--- config.mk ---
export PLATFORM = sky130hd
export DESIGN_NAME = tnn_feature_loader_flat
export DESIGN_NICKNAME = d
export VERILOG_FILES = /design/src/rtl/tnn_pkg.sv /design/src/rtl/tnn_feature_loader_if.sv /design/src/rtl/tnn_quantizer.sv /design/src/rtl/tnn_feature_loader.sv /design/src/flat_wrapper.sv
export SDC_FILE = /design/constraint.sdc
export NUM_CORES = 1
export LEC_CHECK = 0
export CAP_MARGIN = 25
export CORE_MARGIN = 2
export CORE_UTILIZATION = 52
export CTS_CLUSTER_DIAMETER = 30
export CTS_CLUSTER_SIZE = 28
export DETAILED_ROUTE_END_ITERATION = 10
export GPL_TIMING_DRIVEN = 1
export PLACE_DENSITY_LB_ADDON = 0.2
export SLEW_MARGIN = 20
export SYNTH_ARGS = -nofsm -noshare
export SYNTH_HDL_FRONTEND = slang
export SYNTH_SLANG_ARGS = --single-unit
--- constraint.sdc ---
create_clock -name clk -period 3.32 [get_ports clk]
set_input_delay 0.664 -clock clk [delete_from_list [all_inputs] [get_ports clk]]
set_output_delay 0.664 -clock clk [all_outputs]
set_load 0.02 [all_outputs]
--- src/rtl/tnn_pkg.sv ---
// Shared types, constants and the saturating quantiser for the TNN feature loader.
// Used by the RTL and by the bench.
package tnn_pkg;

  typedef enum logic [1:0] {
    ST_LOAD   = 2'd0,
    ST_EVAL   = 2'd1,
    ST_RESULT = 2'd2
  } state_t;

  localparam int N_FEAT = 4;

  localparam logic [1:0] FEAT_A    = 2'd0;
  localparam logic [1:0] FEAT_B    = 2'd1;
  localparam logic [1:0] FEAT_C    = 2'd2;
  localparam logic [1:0] FEAT_D    = 2'd3;
  localparam logic [1:0] FEAT_LAST = 2'(N_FEAT - 1);

  localparam int IN_W_DEF  = 8;
  localparam int Q_W_DEF   = 3;
  localparam int SHIFT_DEF = 5;
  localparam int ID_W_DEF  = 8;
  localparam int ERR_W_DEF = 8;

  // Right-shift then clamp to the largest value representable in q_w bits.
  function automatic logic [31:0] sat_quant(input logic [31:0] raw,
                                            input int          shift,
                                            input int          q_w);
    logic [31:0] q;
    logic [31:0] max_q;
    q     = raw >> shift;
    max_q = (32'd1 << q_w) - 32'd1;
    return (q > max_q) ? max_q : q;
  endfunction

endpackage

--- src/rtl/tnn_feature_loader_if.sv ---
// Raw-feature input stream and tagged-result output stream of the loader.
// slave is the loader's view; master is the upstream/downstream view.
interface tnn_feature_loader_if
  import tnn_pkg::*;
#(
  parameter int IN_W = IN_W_DEF,
  parameter int ID_W = ID_W_DEF
);

  logic            s_valid;
  logic            s_ready;
  logic [IN_W-1:0] s_data;
  logic            s_last;

  logic            res_valid;
  logic            res_ready;
  logic            res_bit;
  logic [ID_W-1:0] res_id;

  modport master (
    output s_valid, s_data, s_last, res_ready,
    input  s_ready, res_valid, res_bit, res_id
  );

  modport slave (
    input  s_valid, s_data, s_last, res_ready,
    output s_ready, res_valid, res_bit, res_id
  );

endinterface

--- src/rtl/tnn_quantizer.sv ---
// Combinational shift-and-saturate of one raw feature down to Q_W bits.
module tnn_quantizer
  import tnn_pkg::*;
#(
  parameter int IN_W  = IN_W_DEF,
  parameter int Q_W   = Q_W_DEF,
  parameter int SHIFT = SHIFT_DEF
) (
  input  logic [IN_W-1:0] raw,
  output logic [Q_W-1:0]  q
);

  assign q = Q_W'(sat_quant(32'(raw), SHIFT, Q_W));

endmodule

--- src/rtl/tnn_feature_loader.sv ---
// Assembles quantised feature groups for one TNN classifier node and returns its
// decision, tagged with a sample ID, over a valid/ready result stream.
//
//   state     | meaning
//   ----------+-----------------------------------------------------------
//   ST_LOAD   | accepting raw beats into feat_a..feat_d, checking framing
//   ST_EVAL   | one cycle, features stable, node decision settles
//   ST_RESULT | result held on res_* until downstream accepts it
module tnn_feature_loader
  import tnn_pkg::*;
#(
  parameter int IN_W  = IN_W_DEF,
  parameter int Q_W   = Q_W_DEF,
  parameter int SHIFT = SHIFT_DEF,
  parameter int ID_W  = ID_W_DEF,
  parameter int ERR_W = ERR_W_DEF
) (
  input  logic              clk,
  input  logic              rst,
  tnn_feature_loader_if.slave bus,
  output logic [Q_W-1:0]    feat_a,
  output logic [Q_W-1:0]    feat_b,
  output logic [Q_W-1:0]    feat_c,
  output logic [Q_W-1:0]    feat_d,
  input  logic              cls_in,
  output logic              frame_err,
  output logic [ERR_W-1:0]  err_cnt
);

  state_t          state;
  logic [1:0]      cnt;
  logic            s_ready_q;
  logic            res_valid_q;
  logic            res_bit_q;
  logic [ID_W-1:0] res_id_q;
  logic [ID_W-1:0] sample_id;
  logic [Q_W-1:0]  q;
  logic            accept;

  tnn_quantizer #(
    .IN_W  (IN_W),
    .Q_W   (Q_W),
    .SHIFT (SHIFT)
  ) u_quant (
    .raw (bus.s_data),
    .q   (q)
  );

  assign accept        = bus.s_valid & s_ready_q;
  assign bus.s_ready   = s_ready_q;
  assign bus.res_valid = res_valid_q;
  assign bus.res_bit   = res_bit_q;
  assign bus.res_id    = res_id_q;

  always_ff @(posedge clk) begin
    if (rst) begin
      state       <= ST_LOAD;
      cnt         <= FEAT_A;
      feat_a      <= '0;
      feat_b      <= '0;
      feat_c      <= '0;
      feat_d      <= '0;
      s_ready_q   <= 1'b1;
      res_valid_q <= 1'b0;
      res_bit_q   <= 1'b0;
      res_id_q    <= '0;
      sample_id   <= '0;
      frame_err   <= 1'b0;
      err_cnt     <= '0;
    end else begin
      frame_err <= 1'b0;
      case (state)
        ST_LOAD: begin
          if (accept) begin
            case (cnt)
              FEAT_A:  feat_a <= q;
              FEAT_B:  feat_b <= q;
              FEAT_C:  feat_c <= q;
              default: feat_d <= q;
            endcase
            if (cnt == FEAT_LAST && bus.s_last) begin
              state     <= ST_EVAL;
              s_ready_q <= 1'b0;
              cnt       <= FEAT_A;
            end else if (cnt == FEAT_LAST || bus.s_last) begin
              // Misframed sample: drop it and resynchronise on the next beat.
              frame_err <= 1'b1;
              if (err_cnt != '1) err_cnt <= err_cnt + ERR_W'(1);
              cnt       <= FEAT_A;
            end else begin
              cnt <= cnt + 2'd1;
            end
          end
        end
        ST_EVAL: begin
          res_bit_q   <= cls_in;
          res_id_q    <= sample_id;
          res_valid_q <= 1'b1;
          state       <= ST_RESULT;
        end
        ST_RESULT: begin
          if (bus.res_ready) begin
            res_valid_q <= 1'b0;
            sample_id   <= sample_id + ID_W'(1);
            s_ready_q   <= 1'b1;
            state       <= ST_LOAD;
          end
        end
        default: begin
          state     <= ST_LOAD;
          s_ready_q <= 1'b1;
        end
      endcase
    end
  end

endmodule

--- src/flat_wrapper.sv ---
// flat-port wrapper written by rule: the top's interface ports become plain ports
module tnn_feature_loader_flat import tnn_pkg::*;
#(
  parameter int IN_W  = IN_W_DEF,
  parameter int Q_W   = Q_W_DEF,
  parameter int SHIFT = SHIFT_DEF,
  parameter int ID_W  = ID_W_DEF,
  parameter int ERR_W = ERR_W_DEF
)
  (clk, rst, feat_a, feat_b, feat_c, feat_d, cls_in, frame_err, err_cnt, bus_s_valid, bus_s_data, bus_s_last, bus_res_ready, bus_s_ready, bus_res_valid, bus_res_bit, bus_res_id);
  tnn_feature_loader_if #(.IN_W(IN_W), .ID_W(ID_W)) bus_i ();
  input  logic clk;
  input  logic rst;
  output logic [Q_W-1:0] feat_a;
  output logic [Q_W-1:0] feat_b;
  output logic [Q_W-1:0] feat_c;
  output logic [Q_W-1:0] feat_d;
  input  logic cls_in;
  output logic frame_err;
  output logic [ERR_W-1:0] err_cnt;
  input wire logic [$bits(bus_i.s_valid)-1:0] bus_s_valid;
  input wire logic [$bits(bus_i.s_data)-1:0] bus_s_data;
  input wire logic [$bits(bus_i.s_last)-1:0] bus_s_last;
  input wire logic [$bits(bus_i.res_ready)-1:0] bus_res_ready;
  output wire logic [$bits(bus_i.s_ready)-1:0] bus_s_ready;
  output wire logic [$bits(bus_i.res_valid)-1:0] bus_res_valid;
  output wire logic [$bits(bus_i.res_bit)-1:0] bus_res_bit;
  output wire logic [$bits(bus_i.res_id)-1:0] bus_res_id;
  assign bus_i.s_valid = bus_s_valid;
  assign bus_i.s_data = bus_s_data;
  assign bus_i.s_last = bus_s_last;
  assign bus_i.res_ready = bus_res_ready;
  assign bus_s_ready = bus_i.s_ready;
  assign bus_res_valid = bus_i.res_valid;
  assign bus_res_bit = bus_i.res_bit;
  assign bus_res_id = bus_i.res_id;
  tnn_feature_loader #(.IN_W(IN_W), .Q_W(Q_W), .SHIFT(SHIFT), .ID_W(ID_W), .ERR_W(ERR_W)) u_core (.clk(clk), .rst(rst), .bus(bus_i), .feat_a(feat_a), .feat_b(feat_b), .feat_c(feat_c), .feat_d(feat_d), .cls_in(cls_in), .frame_err(frame_err), .err_cnt(err_cnt));
endmodule
==> metrics.txt, run 1 <==
# TYPE chip_impl_metric gauge
chip_impl_info{name="status",value="completed"} 1
chip_impl_metric{name="clock_insertion_delay_worst_skew",unit="ns"} 0.34
chip_impl_metric{name="place.detailed.hpwl",unit="mm"} 2.549
chip_impl_info{name="setup.worst_path.start_class",value="register"} 1
chip_impl_metric{name="finalWorstPathRequiredPeriod",unit="ns"} 2.087
chip_impl_metric{name="finClkSkew",unit="ns"} 0.01313
chip_impl_metric{name="reg2reg_slack",unit="ns"} 1.49
chip_impl_metric{name="grt_start_max_net_pins",unit=""} 25
chip_impl_metric{name="fraction_of_final_layout_cells_with_drive_strength_greater_than_1",unit=""} 0.04724
chip_impl_metric{name="cts.path.max_buffers",unit=""} 2
chip_impl_metric{name="min_path_cells",unit=""} 2
chip_impl_metric{name="tns_setup",unit="ns"} 0
chip_impl_info{name="hold_removal_path_class",value="register to register"} 1
chip_impl_info{name="critical_path.cell_chain",value="clkdlybuf4s50_1"} 1
chip_impl_metric{name="wp_depth",unit=""} 1
chip_impl_metric{name="antennaDiodeCount",unit=""} 0
chip_impl_metric{name="antenna_left",unit=""} 0
chip_impl_info{name="worst_path_dominant_cell_family",value="buffers and inverters"} 1
chip_impl_metric{name="die_area",unit="um2"} 3988
chip_impl_metric{name="post-route-drc-count",unit=""} 0
chip_impl_metric{name="worst_pin_slew",unit="ns"} 0.7773
chip_impl_metric{name="start_util",unit=""} 0.5452
chip_impl_info{name="end_kind",value="output port"} 1
chip_impl_metric{name="cts_buffer_count",unit=""} 5
chip_impl_metric{name="synthToLayoutAreaGrowth",unit="%"} 26.27
chip_impl_info{name="synthTopCellsByArea",value="dfxtp_1 (48%), a21oi_1 (9.4%), nand2_1 (8.9%)"} 1
chip_impl_metric{name="synth_seq_cells",unit=""} 44
chip_impl_metric{name="vdd_ir_drop_max",unit="mV"} 0.3035
chip_impl_metric{name="clkTransAtPathRegs",unit="ns"} 0.13
chip_impl_metric{name="power",unit="mW"} 0.8695
chip_impl_metric{name="synth_area",unit="um2"} 1819
chip_impl_metric{name="path_max_fanout",unit=""} 7
chip_impl_metric{name="drt-total-wl",unit="mm"} 3.571
chip_impl_metric{name="clock.fmax",unit="MHz"} 479.2
chip_impl_metric{name="clkSinkCount",unit=""} 44
chip_impl_metric{name="globalRoute.totalOverflow",unit=""} 0
chip_impl_metric{name="timing.critical_path.buf_inv",unit=""} 1
chip_impl_metric{name="synth_sequential_area_ratio",unit=""} 0.4842
chip_impl_metric{name="num_vias",unit=""} 1589
chip_impl_metric{name="max_cap_viol_count",unit=""} 0
chip_impl_info{name="startpoint_to_endpoint_class_of_the_critical_path",value="register to output port"} 1
chip_impl_info{name="yosysTopAreaCell",value="dfxtp_1"} 1
chip_impl_metric{name="grtUsageTotal",unit=""} 0.1966
chip_impl_metric{name="setup_viol_count_final",unit=""} 0
chip_impl_metric{name="drt-vias-per-instance",unit=""} 5.297
chip_impl_metric{name="finish.cell_count_without_fillers",unit=""} 300
chip_impl_metric{name="final_critical_path_setup_slack",unit="ns"} 1.233
chip_impl_metric{name="yosys_warnings",unit=""} 0
chip_impl_metric{name="synth.avg_cell_area",unit="um2"} 8.462
chip_impl_info{name="clk_root_buffer_cell",value="clkbuf_4"} 1
chip_impl_metric{name="power.leakage",unit="nW"} 0.7805
chip_impl_metric{name="via_count_of_the_first_global_routing_pass",unit=""} 1510
chip_impl_metric{name="synth_nets",unit=""} 236
chip_impl_info{name="final_common_cell",value="dfxtp_1"} 1
chip_impl_metric{name="post_syn_instances",unit=""} 215
chip_impl_metric{name="gp_congestion",unit=""} 0.7754
chip_impl_info{name="tritoncts",value="done"} 1
chip_impl_metric{name="floorplan.rows",unit=""} 21
chip_impl_metric{name="relSlewSlack",unit=""} 0.4802
chip_impl_metric{name="drt_pre_antenna_iters",unit=""} 4
chip_impl_metric{name="final.period_utilization",unit=""} 0.6285
chip_impl_metric{name="first_iter_violations",unit=""} 71
chip_impl_metric{name="worst_r2r_path_depth",unit=""} 5
chip_impl_metric{name="design.portCount",unit=""} 46
chip_impl_metric{name="hold_violations",unit=""} 0
chip_impl_info{name="critical-path-slowest-cell",value="clkdlybuf4s50_1"} 1
chip_impl_metric{name="fin_hold_ws",unit="ns"} 0.4618
chip_impl_metric{name="coreArea",unit="um2"} 3337
chip_impl_metric{name="final_net_count",unit=""} 274
chip_impl_metric{name="finalMaxSlewViolations",unit=""} 0
chip_impl_metric{name="placement.io_buffers",unit=""} 40
chip_impl_metric{name="powerDensity",unit="nW/um2"} 378.5
chip_impl_metric{name="dp_cells",unit=""} 292
chip_impl_metric{name="post-cts-setup-buffer-count",unit=""} 0
chip_impl_metric{name="cts_hold_repair.buffers",unit=""} 0
chip_impl_metric{name="post_cts.resized_instances",unit=""} 0
chip_impl_metric{name="wl_per_cell",unit="um"} 11.90
chip_impl_metric{name="die_x",unit="um"} 63.15
chip_impl_metric{name="critPathArrivalTime",unit="ns"} 1.42
chip_impl_metric{name="grt_first_pass_wirelength",unit="mm"} 6.403
chip_impl_metric{name="fillCellCount",unit=""} 293
chip_impl_metric{name="crit_required",unit="ns"} 2.66
chip_impl_info{name="rsz0062_at_grt",value="no"} 1
chip_impl_metric{name="initial_antenna_violation_count",unit=""} 0
chip_impl_metric{name="netlist.area_leader.share",unit=""} 0.4842
chip_impl_metric{name="critical_path.max_stage_delay",unit="ns"} 0.64
chip_impl_metric{name="dp_worst_setup_slack",unit="ns"} 0.8827
chip_impl_metric{name="synth_cell_types",unit=""} 27
chip_impl_metric{name="die_h",unit="um"} 63.15
chip_impl_info{name="layout.cells.most_common_list",value="dfxtp_1 (44), nand2_1 (43), clkdlybuf4s50_1 (40)"} 1
chip_impl_metric{name="h_tree_level_count",unit=""} 2
==> Yosys cell counts <==
cell	n
dfxtp_1	44
nand2_1	43
a21oi_1	34
nand3_1	18
nor2_1	14
clkbuf_1	9
ha_1	7
nor3_1	5
o21ai_0	5
nand4_1	4
or3_1	4
xor2_1	4
inv_1	3
o31ai_1	3
or4_1	3
xnor2_1	3
buf_6	2
and3_1	1
and3b_1	1
and4bb_1	1
mux2i_1	1
nand3b_1	1
nand4bb_1	1
nor2b_1	1
o2111ai_4	1
or2_2	1
or2b_1	1
==> cells by family after synthesis <==
| group | after synthesis | share of synthesized area |
|---|---|---|
| muxes | 1 | 0.005502 |
| buffers and inverters | 14 | 0.03714 |
| adders and majority gates | 7 | 0.04814 |
| and+or+nand+nor | 99 | 0.2572 |
| DFF | 44 | 0.4842 |
| AOI/OAI and AO/OA | 43 | 0.1341 |
| xor gates and xnor gates | 7 | 0.03370 |
==> metrics by stage <==
step | utilization | instance area (um2)
2_1_floorplan | - | 1819
3_3_place_gp | 0.6700 | 2236
3_5_place_dp | 0.6700 | 2236
4_1_cts | 0.6884 | 2297
5_1_grt | 0.6884 | 2297
6_report | 0.6884 | 2297
==> registers in the layout, summed over array words and instances, names as in the netlist, 2 cells and up <==
name               cells
u_core.cnt             2
u_core.err_cnt         8
u_core.feat_d          3
u_core.sample_id       8
u_core.feat_b          3
u_core.state           2
u_core.feat_a          3
u_core.feat_c          3
u_core.bus.res_id      8
==> power breakdown <==
| group | total (mW) | switching, mW | internal, mW |
|---|---|---|---|
| sequential | 0.540 | 0.00523 | 0.535 |
| clock | 0.263 | 0.162 | 0.101 |
| combinational | 0.0667 | 0.0374 | 0.0293 |
==> cell type report <==
cell class	instances	area, um2	share of cell area
Clock buffer	6	51.30	0.02233
Clock inverter	2	10.01	0.004357
Inverter	3	11.26	0.004902
Multi-Input combinational cell	157	870.8	0.3791
Sequential cell	44	880.8	0.3834
Tap cell	46	57.56	0.02505
Timing Repair Buffer	42	415.4	0.1808
==> routing by layer <==
metal	global-route usage	wire, um
met2	0.3630	1807
met1	0.2233	1603
met4	0.06111	30
met5	0	0
met3	0.04286	130
==> worst paths after layout <==
path | to | startpoint
worst max-delay path | err_cnt[3] | u_core.err_cnt[3]
worst min-delay path | u_core.bus.res_bit | u_core.bus.res_bit
worst max register to register | u_core.err_cnt[5] | u_core.cnt[0]
worst min register to register | u_core.bus.res_bit | u_core.bus.res_bit
No activity file was read; power rests on OpenSTA's default activity.
==> run 2: changes to the inputs <==
--- a/config.mk
+++ b/config.mk
@@ -7,7 +7,7 @@
 export LEC_CHECK = 0
 export CAP_MARGIN = 25
 export CORE_MARGIN = 2
-export CORE_UTILIZATION = 52
+export CORE_UTILIZATION = 43
 export CTS_CLUSTER_DIAMETER = 30
 export CTS_CLUSTER_SIZE = 28
 export DETAILED_ROUTE_END_ITERATION = 10
==> constraint.sdc (replaced) <==
create_clock -name clk -period 1.7 [get_ports clk]
set_input_delay 0.34 -clock clk [delete_from_list [all_inputs] [get_ports clk]]
set_output_delay 0.34 -clock clk [all_outputs]
set_load 0.02 [all_outputs]
==> metrics.txt, run 2 (synthesized netlist as in run 1, its figures left out) <==
# TYPE chip_impl_metric gauge
chip_impl_info{name="status",value="completed"} 1
chip_impl_info{name="final_common_cell",value="dfxtp_1"} 1
chip_impl_metric{name="share_comb_of_total_power",unit=""} 0.081
chip_impl_metric{name="power.leakage",unit="nW"} 0.9292
chip_impl_metric{name="cts_buffer_count",unit=""} 5
chip_impl_metric{name="fraction_of_final_layout_cells_with_drive_strength_greater_than_1",unit=""} 0.1152
chip_impl_metric{name="cts.path.max_buffers",unit=""} 2
chip_impl_info{name="worst_path_dominant_cell_family",value="buffers and inverters"} 1
chip_impl_metric{name="timing.critical_path.buf_inv",unit=""} 1
chip_impl_metric{name="via_count_of_the_first_global_routing_pass",unit=""} 1390
chip_impl_metric{name="grt_start_max_net_pins",unit=""} 26
chip_impl_info{name="setup.worst_path.start_class",value="register"} 1
chip_impl_info{name="layout.cells.most_common_list",value="dfxtp_1 (44), nand2_1 (42), clkdlybuf4s50_1 (34)"} 1
chip_impl_metric{name="gp_congestion",unit=""} 0.7517
chip_impl_metric{name="synthToLayoutAreaGrowth",unit="%"} 35.56
chip_impl_metric{name="multi_input_comb_area",unit="um2"} 884.6
chip_impl_metric{name="critical_path.max_stage_delay",unit="ns"} 0.62
chip_impl_info{name="end_kind",value="output port"} 1
chip_impl_metric{name="worst_pin_slew",unit="ns"} 0.3399
chip_impl_metric{name="wl_per_cell",unit="um"} 11.44
chip_impl_metric{name="hold_violations",unit=""} 0
chip_impl_metric{name="wp_depth",unit=""} 1
chip_impl_metric{name="critPathArrivalTime",unit="ns"} 1.31
chip_impl_metric{name="drt_pre_antenna_iters",unit=""} 4
chip_impl_metric{name="relSlewSlack",unit=""} 0.7734
chip_impl_metric{name="final.period_utilization",unit=""} 0.9685
chip_impl_metric{name="grtUsageTotal",unit=""} 0.1522
chip_impl_metric{name="antenna_left",unit=""} 0
chip_impl_metric{name="finClkSkew",unit="ns"} 0.006181
chip_impl_metric{name="design.portCount",unit=""} 46
chip_impl_metric{name="fillCellCount",unit=""} 390
chip_impl_metric{name="grt_first_pass_wirelength",unit="mm"} 5.996
chip_impl_metric{name="coreArea",unit="um2"} 4029
chip_impl_metric{name="clock_insertion_delay_worst_skew",unit="ns"} 0.30
chip_impl_metric{name="floorplan.rows",unit=""} 23
chip_impl_metric{name="placement.io_buffers",unit=""} 40
chip_impl_metric{name="powerDensity",unit="nW/um2"} 746.9
chip_impl_metric{name="start_util",unit=""} 0.4516
chip_impl_metric{name="crit_required",unit="ns"} 1.36
chip_impl_info{name="critical_path.cell_chain",value="clkdlybuf4s50_1"} 1
chip_impl_metric{name="die_area",unit="um2"} 4767
chip_impl_metric{name="path_max_fanout",unit=""} 4
chip_impl_metric{name="post_dp_cell_area",unit="um2"} 2331
chip_impl_metric{name="finish.cell_count_without_fillers",unit=""} 319
chip_impl_info{name="tritoncts",value="done"} 1
chip_impl_metric{name="clkSinkCount",unit=""} 44
chip_impl_metric{name="clock.fmax",unit="MHz"} 607.4
chip_impl_metric{name="finalMaxSlewViolations",unit=""} 0
chip_impl_metric{name="vdd_ir_drop_max",unit="mV"} 0.4699
chip_impl_metric{name="setup_viol_count_final",unit=""} 0
chip_impl_info{name="critical-path-slowest-cell",value="clkdlybuf4s50_1"} 1
chip_impl_metric{name="fin_hold_ws",unit="ns"} 0.4556
chip_impl_metric{name="clkPwrFrac",unit=""} 0.348
chip_impl_metric{name="h_tree_level_count",unit=""} 2
chip_impl_metric{name="worst_r2r_path_depth",unit=""} 5
chip_impl_metric{name="min_path_cells",unit=""} 2
chip_impl_info{name="hold_removal_path_class",value="register to register"} 1
chip_impl_metric{name="tns_setup",unit="ns"} 0
chip_impl_metric{name="drt-total-wl",unit="mm"} 3.650
chip_impl_metric{name="globalRoute.totalOverflow",unit=""} 0
chip_impl_metric{name="dp_cells",unit=""} 308
chip_impl_metric{name="die_x",unit="um"} 69.05
chip_impl_metric{name="clkTransAtPathRegs",unit="ns"} 0.08
chip_impl_metric{name="die_h",unit="um"} 69.05
chip_impl_metric{name="drt-vias-per-instance",unit=""} 4.984
chip_impl_metric{name="post-route-drc-count",unit=""} 0
chip_impl_metric{name="first_iter_violations",unit=""} 52
chip_impl_metric{name="internal_power",unit="mW"} 1.400
chip_impl_metric{name="final_net_count",unit=""} 289
chip_impl_metric{name="finalWorstPathRequiredPeriod",unit="ns"} 1.646
chip_impl_metric{name="total_switching_power",unit="mW"} 0.4415
chip_impl_metric{name="antennaDiodeCount",unit=""} 0
chip_impl_metric{name="seq_power_share",unit=""} 0.571
chip_impl_metric{name="initial_antenna_violation_count",unit=""} 0
chip_impl_info{name="clk_root_buffer_cell",value="clkbuf_8"} 1
chip_impl_metric{name="utilization",unit=""} 0.6121
chip_impl_metric{name="max_cap_viol_count",unit=""} 0
chip_impl_metric{name="ff_latch_area",unit="um2"} 880.8
chip_impl_metric{name="place.detailed.hpwl",unit="mm"} 2.614
chip_impl_info{name="startpoint_to_endpoint_class_of_the_critical_path",value="register to output port"} 1
chip_impl_metric{name="power_switching_share",unit=""} 0.2397
chip_impl_metric{name="postLayoutCellArea",unit="um2"} 2466
chip_impl_metric{name="num_vias",unit=""} 1590
run 2: cell count changes in the layout (fill, tap and decap cells not counted):
cell | previous run | this run
dlymetal6s2s_1 | 0 | 3
clkinv_4 | 0 | 1
or4_4 | 0 | 1
nand2_2 | 0 | 1
a21oi_2 | 0 | 2
a21oi_1 | 34 | 32
dlygate4sd2_1 | 0 | 3
clkbuf_4 | 5 | 0
buf_6 | 0 | 2
clkbuf_8 | 1 | 5
clkdlybuf4s50_1 | 40 | 34
buf_4 | 2 | 15
or4_1 | 3 | 2
nand2_1 | 43 | 42
run 2: worst paths after layout:
path / from / end / slack [ns]
max: u_core.err_cnt[7] / err_cnt[7] / 0.05
min: u_core.bus.res_id[6] / u_core.bus.res_id[6] / 0.46
min reg2reg: u_core.bus.res_id[6] / u_core.bus.res_id[6] / 0.46
max reg2reg: u_core.err_cnt[1] / u_core.err_cnt[5] / 0.08
run 2: worst register-to-register path: stages (launching register included):
cell and delay (ns):
dfxtp_1 0.34, ha_1 0.24, nand3_1 0.14, o2111ai_4 0.18
or4_4 0.55, a21oi_2 0.12
run 2: per-layer routing:
metal	part of all wire	track usage	up-vias
met1	0.50	0.1951	698
met5	0	0	-
met4	0.020	0.06536	0
met3	0.053	0.04678	5
met2	0.42	0.2361	38
li1	-	-	849
run 2: per-stage QoR:
stage	power, mW	worst slack (ns)
2_1_floorplan	1.154	0.07140
3_3_place_gp	1.218	-0.2843
3_5_place_dp	1.220	-0.3258
4_1_cts	1.865	0.005688
5_1_grt	1.924	-0.009334
6_report	1.842	0.05361
run 2: power by group through the flow:
stage,Combinational [mW],Clock (mW),Sequential [mW]
6_report,0.150,0.641,1.05
4_1_cts,0.145,0.669,1.05
5_1_grt,0.163,0.708,1.05
3_3_place_gp,0.143,0,1.08
3_5_place_dp,0.144,0,1.08
2_1_floorplan,0.0639,0,1.09
run 2: final cells by class:
cell class / count / area share
tap: 50 / 0.02537
inverter: 3 / 0.004566
sequential: 44 / 0.3572
clock buffer: 5 / 0.02790
clock inverter: 3 / 0.007610
timing repair buffer: 57 / 0.2187
multi-input combinational: 157 / 0.3587
run 2: what timing repair did:
item,4_1_cts,5_1_grt
endpoints found under the setup margin,4,5
buffers inserted,1,2
hold buffers,0,0
gates resized for setup,3,9
pin swaps,1,3
==> run 3: changes to the inputs <==
--- a/config.mk
+++ b/config.mk
@@ -7,12 +7,14 @@
 export LEC_CHECK = 0
 export CAP_MARGIN = 25
 export CORE_MARGIN = 2
-export CORE_UTILIZATION = 43
+export CORE_UTILIZATION = 35
 export CTS_CLUSTER_DIAMETER = 30
 export CTS_CLUSTER_SIZE = 28
 export DETAILED_ROUTE_END_ITERATION = 10
 export GPL_TIMING_DRIVEN = 1
+export HOLD_SLACK_MARGIN = 0.12
 export PLACE_DENSITY_LB_ADDON = 0.2
+export SKIP_LAST_GASP = 1
 export SLEW_MARGIN = 20
 export SYNTH_ARGS = -nofsm -noshare
 export SYNTH_HDL_FRONTEND = slang
==> metrics.txt, run 3 (synthesized netlist as in run 1, its figures left out) <==
# TYPE chip_impl_metric gauge
chip_impl_metric{name="floorplan.rows",unit=""} 26
chip_impl_info{name="status",value="completed"} 1
chip_impl_metric{name="fraction_of_final_layout_cells_with_drive_strength_greater_than_1",unit=""} 0.1513
chip_impl_info{name="critical-path-slowest-cell",value="clkdlybuf4s50_1"} 1
chip_impl_metric{name="clkTransAtPathRegs",unit="ns"} 0.08
chip_impl_metric{name="first_iter_violations",unit=""} 41
chip_impl_metric{name="design.portCount",unit=""} 46
chip_impl_info{name="setup.worst_path.start_class",value="register"} 1
chip_impl_metric{name="postLayoutCellArea",unit="um2"} 2570
chip_impl_metric{name="drt_pre_antenna_iters",unit=""} 4
chip_impl_metric{name="crit_required",unit="ns"} 1.36
chip_impl_metric{name="h_tree_level_count",unit=""} 2
chip_impl_metric{name="drt-vias-per-instance",unit=""} 4.777
chip_impl_info{name="hold_removal_path_class",value="register to register"} 1
chip_impl_metric{name="synthToLayoutAreaGrowth",unit="%"} 41.27
chip_impl_metric{name="multi_input_comb_area",unit="um2"} 903.4
chip_impl_metric{name="finalWorstPathRequiredPeriod",unit="ns"} 1.661
chip_impl_metric{name="via_count_of_the_first_global_routing_pass",unit=""} 1636
chip_impl_metric{name="utilization",unit=""} 0.5064
chip_impl_metric{name="start_util",unit=""} 0.3585
chip_impl_metric{name="timing.critical_path.buf_inv",unit=""} 1
chip_impl_metric{name="final_net_count",unit=""} 291
chip_impl_metric{name="placement.io_buffers",unit=""} 40
chip_impl_metric{name="clock.fmax",unit="MHz"} 601.9
chip_impl_metric{name="finalMaxSlewViolations",unit=""} 0
chip_impl_metric{name="path_max_fanout",unit=""} 5
chip_impl_metric{name="critical_path.max_stage_delay",unit="ns"} 0.63
chip_impl_metric{name="clkSinkCount",unit=""} 44
chip_impl_metric{name="final.period_utilization",unit=""} 0.9773
chip_impl_metric{name="drt-total-wl",unit="mm"} 3.805
chip_impl_metric{name="worst_pin_slew",unit="ns"} 0.3308
chip_impl_metric{name="initial_antenna_violation_count",unit=""} 0
chip_impl_info{name="startpoint_to_endpoint_class_of_the_critical_path",value="register to output port"} 1
chip_impl_metric{name="critPathArrivalTime",unit="ns"} 1.32
chip_impl_metric{name="dp_cells",unit=""} 330
chip_impl_metric{name="place.detailed.hpwl",unit="mm"} 2.712
chip_impl_metric{name="max_cap_viol_count",unit=""} 0
chip_impl_info{name="rsz0062_at_grt",value="yes"} 1
chip_impl_info{name="end_kind",value="output port"} 1
chip_impl_metric{name="cts.path.max_buffers",unit=""} 2
chip_impl_metric{name="post_dp_cell_area",unit="um2"} 2384
chip_impl_info{name="tritoncts",value="done"} 1
chip_impl_info{name="clk_root_buffer_cell",value="clkbuf_8"} 1
chip_impl_metric{name="grt_start_max_net_pins",unit=""} 21
chip_impl_metric{name="vdd_ir_drop_max",unit="mV"} 0.4382
chip_impl_metric{name="grt_first_pass_wirelength",unit="mm"} 6.948
chip_impl_metric{name="wl_per_cell",unit="um"} 11.16
chip_impl_metric{name="fin_hold_ws",unit="ns"} 0.4566
chip_impl_metric{name="hold_violations",unit=""} 0
chip_impl_metric{name="relSlewSlack",unit=""} 0.7795
chip_impl_metric{name="setup_viol_count_final",unit=""} 0
chip_impl_metric{name="globalRoute.totalOverflow",unit=""} 0
chip_impl_metric{name="num_vias",unit=""} 1629
chip_impl_metric{name="coreArea",unit="um2"} 5075
chip_impl_metric{name="ff_latch_area",unit="um2"} 885.9
chip_impl_metric{name="grtUsageTotal",unit=""} 0.1433
chip_impl_metric{name="antenna_left",unit=""} 0
chip_impl_metric{name="powerDensity",unit="nW/um2"} 791.4
chip_impl_metric{name="power.leakage",unit="nW"} 0.9369
chip_impl_metric{name="post-route-drc-count",unit=""} 0
chip_impl_metric{name="finClkSkew",unit="ns"} 0.007233
chip_impl_metric{name="antennaDiodeCount",unit=""} 0
chip_impl_info{name="worst_path_dominant_cell_family",value="buffers and inverters"} 1
chip_impl_info{name="layout.cells.most_common_list",value="nand2_1 (42), dfxtp_1 (42), clkdlybuf4s50_1 (35)"} 1
chip_impl_metric{name="die_x",unit="um"} 76.10
chip_impl_info{name="critical_path.cell_chain",value="clkdlybuf4s50_1"} 1
chip_impl_metric{name="finish.cell_count_without_fillers",unit=""} 341
chip_impl_metric{name="die_h",unit="um"} 76.10
chip_impl_metric{name="clock_insertion_delay_worst_skew",unit="ns"} 0.29
chip_impl_metric{name="gp_congestion",unit=""} 0.7985
chip_impl_metric{name="cts_buffer_count",unit=""} 5
chip_impl_metric{name="fillCellCount",unit=""} 541
chip_impl_metric{name="power",unit="mW"} 2.034
chip_impl_metric{name="die_area",unit="um2"} 5790
run 3: repair_timing:
item | CTS | global route
pin swaps | 2 | 2
setup buffers | 2 | 1
cloned | 0 | 0
hold buffers | 0 | 0
endpoints found under the setup margin | 5 | 7
resized for setup | 5 | 14
run 3: routing by layer:
| metal | vias to the layer above | track usage | routed length [um] |
|---|---|---|---|
| met2 | 30 | 0.2589 | 1933 |
| met3 | 5 | 0.04028 | 164 |
| met5 | - | 0 | 0 |
| met4 | 0 | 0.04364 | 38 |
| li1 | 846 | - | - |
| met1 | 748 | 0.1639 | 1669 |
run 3: worst paths after layout:
path	start	to	slack (ns)	cells after the start
max	u_core.err_cnt[5]	err_cnt[5]	0.04	1
min	u_core.bus.res_id[5]	u_core.bus.res_id[5]	0.46	2
max reg2reg	u_core.cnt[0]	u_core.err_cnt[3]	0.12	6
min reg2reg	u_core.bus.res_id[5]	u_core.bus.res_id[5]	0.46	2
run 3: layout make-up:
cell class | count | area share
Timing Repair Buffer | 59 | 0.2181
Tap cell | 70 | 0.03408
Inverter | 3 | 0.004382
Sequential cell | 44 | 0.3447
Clock inverter | 2 | 0.01509
Clock buffer | 6 | 0.03213
Multi-Input combinational cell | 157 | 0.3515
run 3: where the power goes:
group	switching [mW]	internal, mW
logic	0.0801	0.0757
registers	0.00926	1.04
clock network	0.346	0.480
run 3: per-stage QoR:
| step | setup slack [ns] | TNS (ns) |
|---|---|---|
| after floorplan | 0.07140 | 0 |
| after global placement | -0.2867 | -1.707 |
| after detailed placement | -0.3237 | -1.900 |
| after CTS | 0.01198 | 0 |
| after global routing | -0.004141 | -0.004141 |
| final | 0.03855 | 0 |
